$ cat config.mk
export PLATFORM = sky130hd
export DESIGN_NAME = serial_subtractor
export DESIGN_NICKNAME = d
export VERILOG_FILES = /design/src/rtl/serial_subtractor.sv
export SDC_FILE = /design/constraint.sdc
export NUM_CORES = 1
export LEC_CHECK = 0
export CORE_MARGIN = 2
export CORE_UTILIZATION = 53
export CTS_CLUSTER_SIZE = 25
export DETAILED_ROUTE_END_ITERATION = 7
export PLACE_DENSITY = 0.87
export SLEW_MARGIN = 20
export SYNTH_ARGS = -nofsm -noshare
export SYNTH_HDL_FRONTEND = slang
export SYNTH_SLANG_ARGS = --single-unit
$ cat constraint.sdc
create_clock -name clk -period 3 [get_ports clk]
set_input_delay 0.6 -clock clk [delete_from_list [all_inputs] [get_ports clk]]
set_output_delay 0.6 -clock clk [all_outputs]
set_load 0.01 [all_outputs]
$ cat src/rtl/serial_subtractor.sv
// -----------------------------------------------------------------------------
// serial_subtractor
//
// Bit-serial unsigned/two's-complement subtractor. An accepted start latches
// the operands; one bit per clock, LSB first, is passed through a full
// subtractor whose borrow is carried in a flop. The difference bits enter the
// partial-result register from the MSB side, so after WIDTH shifts it is
// bit-aligned. One further cycle registers the visible results and enters DONE.
//
// Handshake: start is a request. It is accepted on a rising edge when the FSM
// is in IDLE or DONE, and a and b are sampled on that same edge. start is
// ignored while SHIFT is in progress. done is a one-cycle pulse, and it is
// high while the results are first valid. busy is high from the edge after
// acceptance through the DONE cycle. done is high exactly in the cycle after
// edge k+WIDTH+1, where k is the acceptance edge.
//
// Ports:
//   clk         clock, rising edge active
//   rst_n       asynchronous active-low reset
//   start       request pulse
//   a, b        minuend / subtrahend (WIDTH bits)
//   busy        operation in progress (SHIFT or DONE)
//   done        one-cycle result-valid pulse
//   diff        a - b modulo 2^WIDTH, held until the next completion
//   borrow_out  unsigned borrow (a < b)
//   overflow    two's-complement overflow of a - b
//   zero        diff == 0
//   dbg_state   current FSM state (0 IDLE, 1 SHIFT, 2 DONE)
// -----------------------------------------------------------------------------
module serial_subtractor #(
    parameter int WIDTH = 32
) (
    input  logic             clk,
    input  logic             rst_n,
    input  logic             start,
    input  logic [WIDTH-1:0] a,
    input  logic [WIDTH-1:0] b,
    output logic             busy,
    output logic             done,
    output logic [WIDTH-1:0] diff,
    output logic             borrow_out,
    output logic             overflow,
    output logic             zero,
    output logic [1:0]       dbg_state
);

    // The counter must be able to hold the value WIDTH itself.
    localparam int CW = $clog2(WIDTH + 1);

    typedef enum logic [1:0] {
        IDLE  = 2'd0,
        SHIFT = 2'd1,
        DONE  = 2'd2
    } state_t;

    state_t           r_state;
    state_t           w_next;

    logic [WIDTH-1:0] r_a;
    logic [WIDTH-1:0] r_b;
    logic [WIDTH-1:0] r_res;
    logic             r_a_msb;
    logic             r_b_msb;
    logic             r_br;
    logic [CW-1:0]    r_cnt;

    logic [WIDTH-1:0] r_diff;
    logic             r_borrow;
    logic             r_overflow;
    logic             r_zero;

    logic             w_accept;
    logic             w_last;
    logic             w_d;
    logic             w_br_next;

    assign w_accept  = start && ((r_state == IDLE) || (r_state == DONE));
    // All WIDTH bits have been processed; this SHIFT cycle only commits results.
    assign w_last    = (r_cnt == CW'(WIDTH));
    assign w_d       = r_a[0] ^ r_b[0] ^ r_br;
    assign w_br_next = (~r_a[0] & r_b[0]) | (~(r_a[0] ^ r_b[0]) & r_br);

    // State register.
    always_ff @(posedge clk or negedge rst_n) begin
        if (!rst_n) begin
            r_state <= IDLE;
        end else begin
            r_state <= w_next;
        end
    end

    // Next-state and state-decoded outputs.
    always_comb begin
        w_next = r_state;
        busy   = 1'b0;
        done   = 1'b0;
        case (r_state)
            IDLE: begin
                if (start) begin
                    w_next = SHIFT;
                end
            end
            SHIFT: begin
                busy = 1'b1;
                if (w_last) begin
                    w_next = DONE;
                end
            end
            DONE: begin
                busy   = 1'b1;
                done   = 1'b1;
                // A start here begins the next operation without an idle gap.
                w_next = start ? SHIFT : IDLE;
            end
            default: begin
                w_next = IDLE;
            end
        endcase
    end

    // Datapath: operand shift registers, borrow flop, partial result, results.
    always_ff @(posedge clk or negedge rst_n) begin
        if (!rst_n) begin
            r_a        <= '0;
            r_b        <= '0;
            r_res      <= '0;
            r_a_msb    <= 1'b0;
            r_b_msb    <= 1'b0;
            r_br       <= 1'b0;
            r_cnt      <= '0;
            r_diff     <= '0;
            r_borrow   <= 1'b0;
            r_overflow <= 1'b0;
            r_zero     <= 1'b0;
        end else if (w_accept) begin
            r_a     <= a;
            r_b     <= b;
            // Sign bits are kept apart because the operand registers shift out.
            r_a_msb <= a[WIDTH-1];
            r_b_msb <= b[WIDTH-1];
            r_br    <= 1'b0;
            r_cnt   <= '0;
        end else if (r_state == SHIFT) begin
            if (!w_last) begin
                r_a   <= r_a >> 1;
                r_b   <= r_b >> 1;
                r_res <= {w_d, r_res[WIDTH-1:1]};
                r_br  <= w_br_next;
                r_cnt <= r_cnt + CW'(1);
            end else begin
                // Visible results change only here, on the way into DONE.
                r_diff     <= r_res;
                r_borrow   <= r_br;
                r_overflow <= (r_a_msb != r_b_msb) && (r_res[WIDTH-1] != r_a_msb);
                r_zero     <= (r_res == '0);
            end
        end
    end

    assign diff       = r_diff;
    assign borrow_out = r_borrow;
    assign overflow   = r_overflow;
    assign zero       = r_zero;
    assign dbg_state  = r_state;

endmodule
# Word-level counts from Yosys, hierarchy flattened
# Index checks and enable logic that the tools add are counted.
[op_classes]
n_reduce_logical = 11
mux = 18
n_eq_ne = 8
n_addsub = 1
bitwise = 9
[ops]
columns = ["op", "n"]
rows = [
  ["32-bit 2-to-1 mux", 6],
  ["32-bit zero test", 1],
  ["6-bit 2-to-1 mux", 3],
  ["6-bit by 1-bit adder with 6-bit output (second input constant)", 1],
  ["6-bit equality test (second input constant)", 1],
  ["1-bit 2-to-1 mux", 6],
  ["2-bit inequality test (second input constant)", 3],
  ["2-bit one-hot mux with 3 select lines", 1],
  ["3-bit AND reduction", 2],
  ["2-bit 2-to-1 mux", 2],
  ["1-bit NOT", 4],
  ["2-bit AND reduction", 2],
  ["1-bit AND", 2],
  ["2-bit by 1-bit equality test with 1-bit output (second input constant)", 1],
  ["2-bit equality test (second input constant)", 1],
  ["1-bit logical AND", 2],
  ["2-bit zero test", 1],
  ["1-bit inequality test", 2],
  ["2-bit nonzero test", 1],
  ["2-bit OR reduction", 1],
  ["1-bit bitwise XOR", 2],
  ["1-bit logical OR", 1],
  ["1-bit OR", 1],
]
[word_totals]
regBits = 142
out_inout_bits = 39
in_bits = 67

# Depth between registers and ports, before layout
[logic_depth]
depth_word = 7
depth_mapped = 9
ltp_nobuf = 6

# Worst setup path after synthesis
# OpenSTA, ideal clock, no wires.
[synth_timing]
path_kind = "register to register"
startpoint = "register r_state[0], in the netlist dbg_state[0]"
endpoint = "register r_diff[17], in the netlist diff[17]"
synth_period_minus_slack_ns = 2.374
t_arrival_ns = 2.249
stages_incl_launch_ff = 9
setup_ns = 0.125
t_required_ns = 2.875
path_slack_ns = 0.626
cell_sequence = "dfrtp_1 inv_1 ha_1 o21a_1 buf_2 or4b_4 buf_6 buf_6 mux2_4"
[synth_between]
elab_chain_len = 5
elab_cells_between_ends = 7
cone_classes = "2 x eq/ne; 1 x bitwise; 4 x reduce/logical"
[synth_rtl]
columns = ["element", "line", "text"]
rows = [
  ["start: declaration", "56", "state_t r_state;"],
  ["start signal: assignment", "88", "r_state <= w_next;"],
  ["2-bit equality test or 2-bit zero test (tied branches)", "77", "assign w_accept = start && ((r_state == IDLE) || (r_state == DONE));"],
  ["1-bit logical OR", "77", ""],
  ["1-bit logical AND", "77", ""],
  ["1-bit NOT (no source line)", "-", ""],
  ["3-bit AND reduction (no source line) *", "-", ""],
  ["end signal: assignment", "152", "r_diff <= r_res;"],
  ["end: declaration", "67", "logic [WIDTH-1:0] r_diff;"],
]
# Mark *: on every way between the ends. The rest lies on a longest branch, timed or not.
# A chain may end at the register's enable or synchronous reset.

# Worst setup path after layout
[layout_timing]
startpoint = "register r_state[0], in the netlist dbg_state[0]"
endpoint = "register r_res[11]"
[layout_between]
elab_chain_len = 5
elab_cells_between_ends = 7
cone_classes = "2 x eq/ne; 1 x bitwise; 4 x reduce/logical"
[layout_rtl]
columns = ["element", "line", "text"]
rows = [
  ["2-bit equality test or 2-bit zero test (tied branches)", "77", ""],
  ["1-bit logical OR", "77", ""],
  ["1-bit logical AND", "77", ""],
  ["1-bit NOT (no source line)", "-", ""],
  ["3-bit AND reduction (no source line) *", "-", ""],
  ["end signal: assignment", "147", "r_res <= {w_d, r_res[WIDTH-1:1]};"],
  ["end: declaration", "61", "logic [WIDTH-1:0] r_res;"],
]
# Marks and branches as above.

==> out/results.tsv <==
metric	value	unit
CP max FO	33	
first-pass GRT wire length	21.74	mm
final clock period utilization by the worst path	83.29	%
Slew Limit Fails	0	
die footprint	13040	sq um
most frequent cells in the layout	195 x nand2_1, 142 x dfrtp_1, 107 x mux2_2	
Compound-Gate Fraction of Synth Area	2.644	%
reg-to-reg setup timing slack	0.50	ns
antenna violations before repair	0	
I/O Pins	106	
worst rel slew slack	49.26	%
Num CTS Buffers	17	
Hold Slack	0.1910	ns
mux cell area share after synthesis	22.98	%
via/cell ratio	5.311	
dpl cells	798	
worst vdd ir	0.4129	mV
GRT Overall Usage	21.18	%
crit start category	flip-flop	
vias in the first global route	4610	
routability congestion estimate	0.8509	
Comb pwr share	29.5	%
TritonCTS clock tree	built	
Post-CTS Resized	0	
post-route ant nets	0	
Worst-Skew Late Latency	0.41	ns
Yosys reg bits	142	
clock network power share	28.4	%
P_int	4.774	mW
Final #Nets	744	
non-filler instance count after layout	830	
Final Skew	0.008928	ns
Sw Ratio	30.92	%
Peak Freq	400.2	MHz
H-tree depth	4	
CP Class	reg2reg	
final core occ	68.46	%
cell taking the most area after synthesis	dfrtp_1	
largest net degree at the start of global routing	73	
TNS Setup	0	ns
synthesized area per cell	11.37	sq um
Core Footprint	11910	sq um
Final min period	2.499	ns
Reg power frac	42.0	%
share of cells above drive strength 1	24.30	%
post-synthesis cell area	6435	sq um
pwr dens	847.6	nW/um^2
Mapped Cells	566	
row count	40	
area delta synth->final	26.72	%
# hold bufs at CTS	0	
initial DRC count	339	
Psw	2.137	mW
# port buffers	105	
final setup fails	0	
Post-Synth Simple-Gate Area	14.33	%
arrival time at the worst endpoint	2.79	ns
Worst Hold Class	in2async	
Final Hold Vio Count	0	
Root Driver	clkbuf_16	
Wirelength per Cell	15.35	um
synthesized net count	640	
clock transition at the registers of the reported paths	0.06	ns
WP data required	3.29	ns
post-synth cell types	33	
Synth warnings	0	
DRT Wirelength	12.74	mm
Initial Utilization	54.02	%
Synth top area share	55.22	%
Max Root-Sink Buffers	2	
XOR/XNOR share of the synthesized area	0	%
postcts setup bufs	0	
largest family of logic cells by synthesized area	multiplexers	
status	complete, no violations	
Worst-Margin Slew	0.7582	ns
Post-DP HPWL	8.711	mm
CTS Sinks	142	
DRT Pass-1 Iters	5	
post-synthesis adder-cell area fraction	1.478	%
commonest non-fill, non-tap cell in the layout	nand2_1	
Congestion Overflow GR	0	
vias post-DR	4408	
width of the die	114.2	um
DR DRC count	0	
max cap viols	0	
Crit. End Element	flip-flop	
ant diodes	0	
Leak	4.016	nW
ranking of synthesized cells by area	dfrtp_1 55%, mux2_2 19%, nand2_1 11%	
RSZ-0062 raised after global routing	false	
sequential share of the synthesized area	55.22	%
die height	114.2	um
[synthesized netlist by cell type (all sizes together)]
master / instances
nor4: 9
o211ai: 1
or4b: 1
inv: 7
o31ai: 1
nor4b: 1
mux2: 124
a211o: 1
nand3: 3
nand4bb: 1
ha: 6
dfrtp: 142
o21bai: 1
nor3b: 1
buf: 16
mux2i: 3
or2: 1
nand2: 195
a32o: 2
nor2b: 2
a21oi: 5
fa: 1
nand4: 6
o21a: 2
clkbuf: 14
and3: 1
nor2: 4
o22a: 1
o21ai: 14
[area by class of cell]
| type | instances | area (sq um) |
|---|---|---|
| Inverter | 7 | 26.28 |
| Clock buffer | 20 | 446.7 |
| Clock inverter | 12 | 111.4 |
| Tap cell | 147 | 183.9 |
| Sequential cell | 142 | 3553 |
| Fill cell | 854 | 3757 |
| Multi-Input combinational cell | 387 | 2680 |
| Timing Repair Buffer | 115 | 1152 |
[cells by family (layout without fill, tap and decap cells)]
group / Yosys count / after routing
compound gates: 28 / 28
simple gates: 225 / 225
flops: 142 / 142
mux: 127 / 127
fa+ha+maj: 7 / 7
buf+inv: 37 / 154
[per-layer routing]
metal | GRT usage (%) | vias to the layer above | routed length, um
met5 | 0 | - | 0
met4 | 7.724 | 0 | 186
met3 | 5.029 | 17 | 594
met2 | 35.52 | 109 | 6378
met1 | 26.98 | 2168 | 5578
li1 | - | 2114 | -
[flip-flops by register name, summed over array words and instances (netlist names)]
| register | cells |
|---|---|
| borrow_out | 1 |
| dbg_state | 2 |
| diff | 32 |
| overflow | 1 |
| r_a | 32 |
| r_a_msb | 1 |
| r_b | 32 |
| r_b_msb | 1 |
| r_br | 1 |
| r_cnt | 6 |
| r_res | 32 |
| zero | 1 |
[power groups by stage]
stage | Sequential (mW) | Combinational [mW] | Clock, mW
after floorplan | 2.81 | 1.57 | 0
after global placement | 2.87 | 1.94 | 0
after detailed placement | 2.93 | 2.05 | 0
after CTS | 2.91 | 2.07 | 1.99
after global routing | 2.99 | 2.29 | 2.09
final | 2.90 | 2.04 | 1.97
[critical path, cell delays in order (launching register included)]
cell and delay, ns:
dfrtp_1 0.47, inv_1 0.12, ha_1 0.29, o21ai_4 0.62
o211ai_1 0.22, buf_4 0.32, mux2_2 0.33
[stage by stage]
stage	worst slack, ns	power, mW	area [sq um]
2_1_floorplan	0.6257	4.383	6435
3_3_place_gp	0.3945	4.815	7596
5_1_grt	0.3373	7.366	8154
6_report	0.5014	6.911	8154
4_1_cts	0.4905	6.965	8154
3_5_place_dp	0.3100	4.974	7596
[worst paths after layout]
kind	to	depth (start not counted)	start
setup / recovery	r_res[11]$_DFFE_PN0P_	6	dbg_state[0]$_DFFE_PN0P_
hold reg to reg	r_b[14]$_DFFE_PN0P_	1	r_b[14]$_DFFE_PN0P_
setup reg to reg	r_res[11]$_DFFE_PN0P_	6	dbg_state[0]$_DFFE_PN0P_
min in group clk	r_b[14]$_DFFE_PN0P_	1	r_b[14]$_DFFE_PN0P_
max in group asynchronous	diff[14]$_DFFE_PN0P_	2	rst_n
hold / removal	diff[8]$_DFFE_PN0P_	1	rst_n
Note: power is estimated with default switching activity, not from simulation.
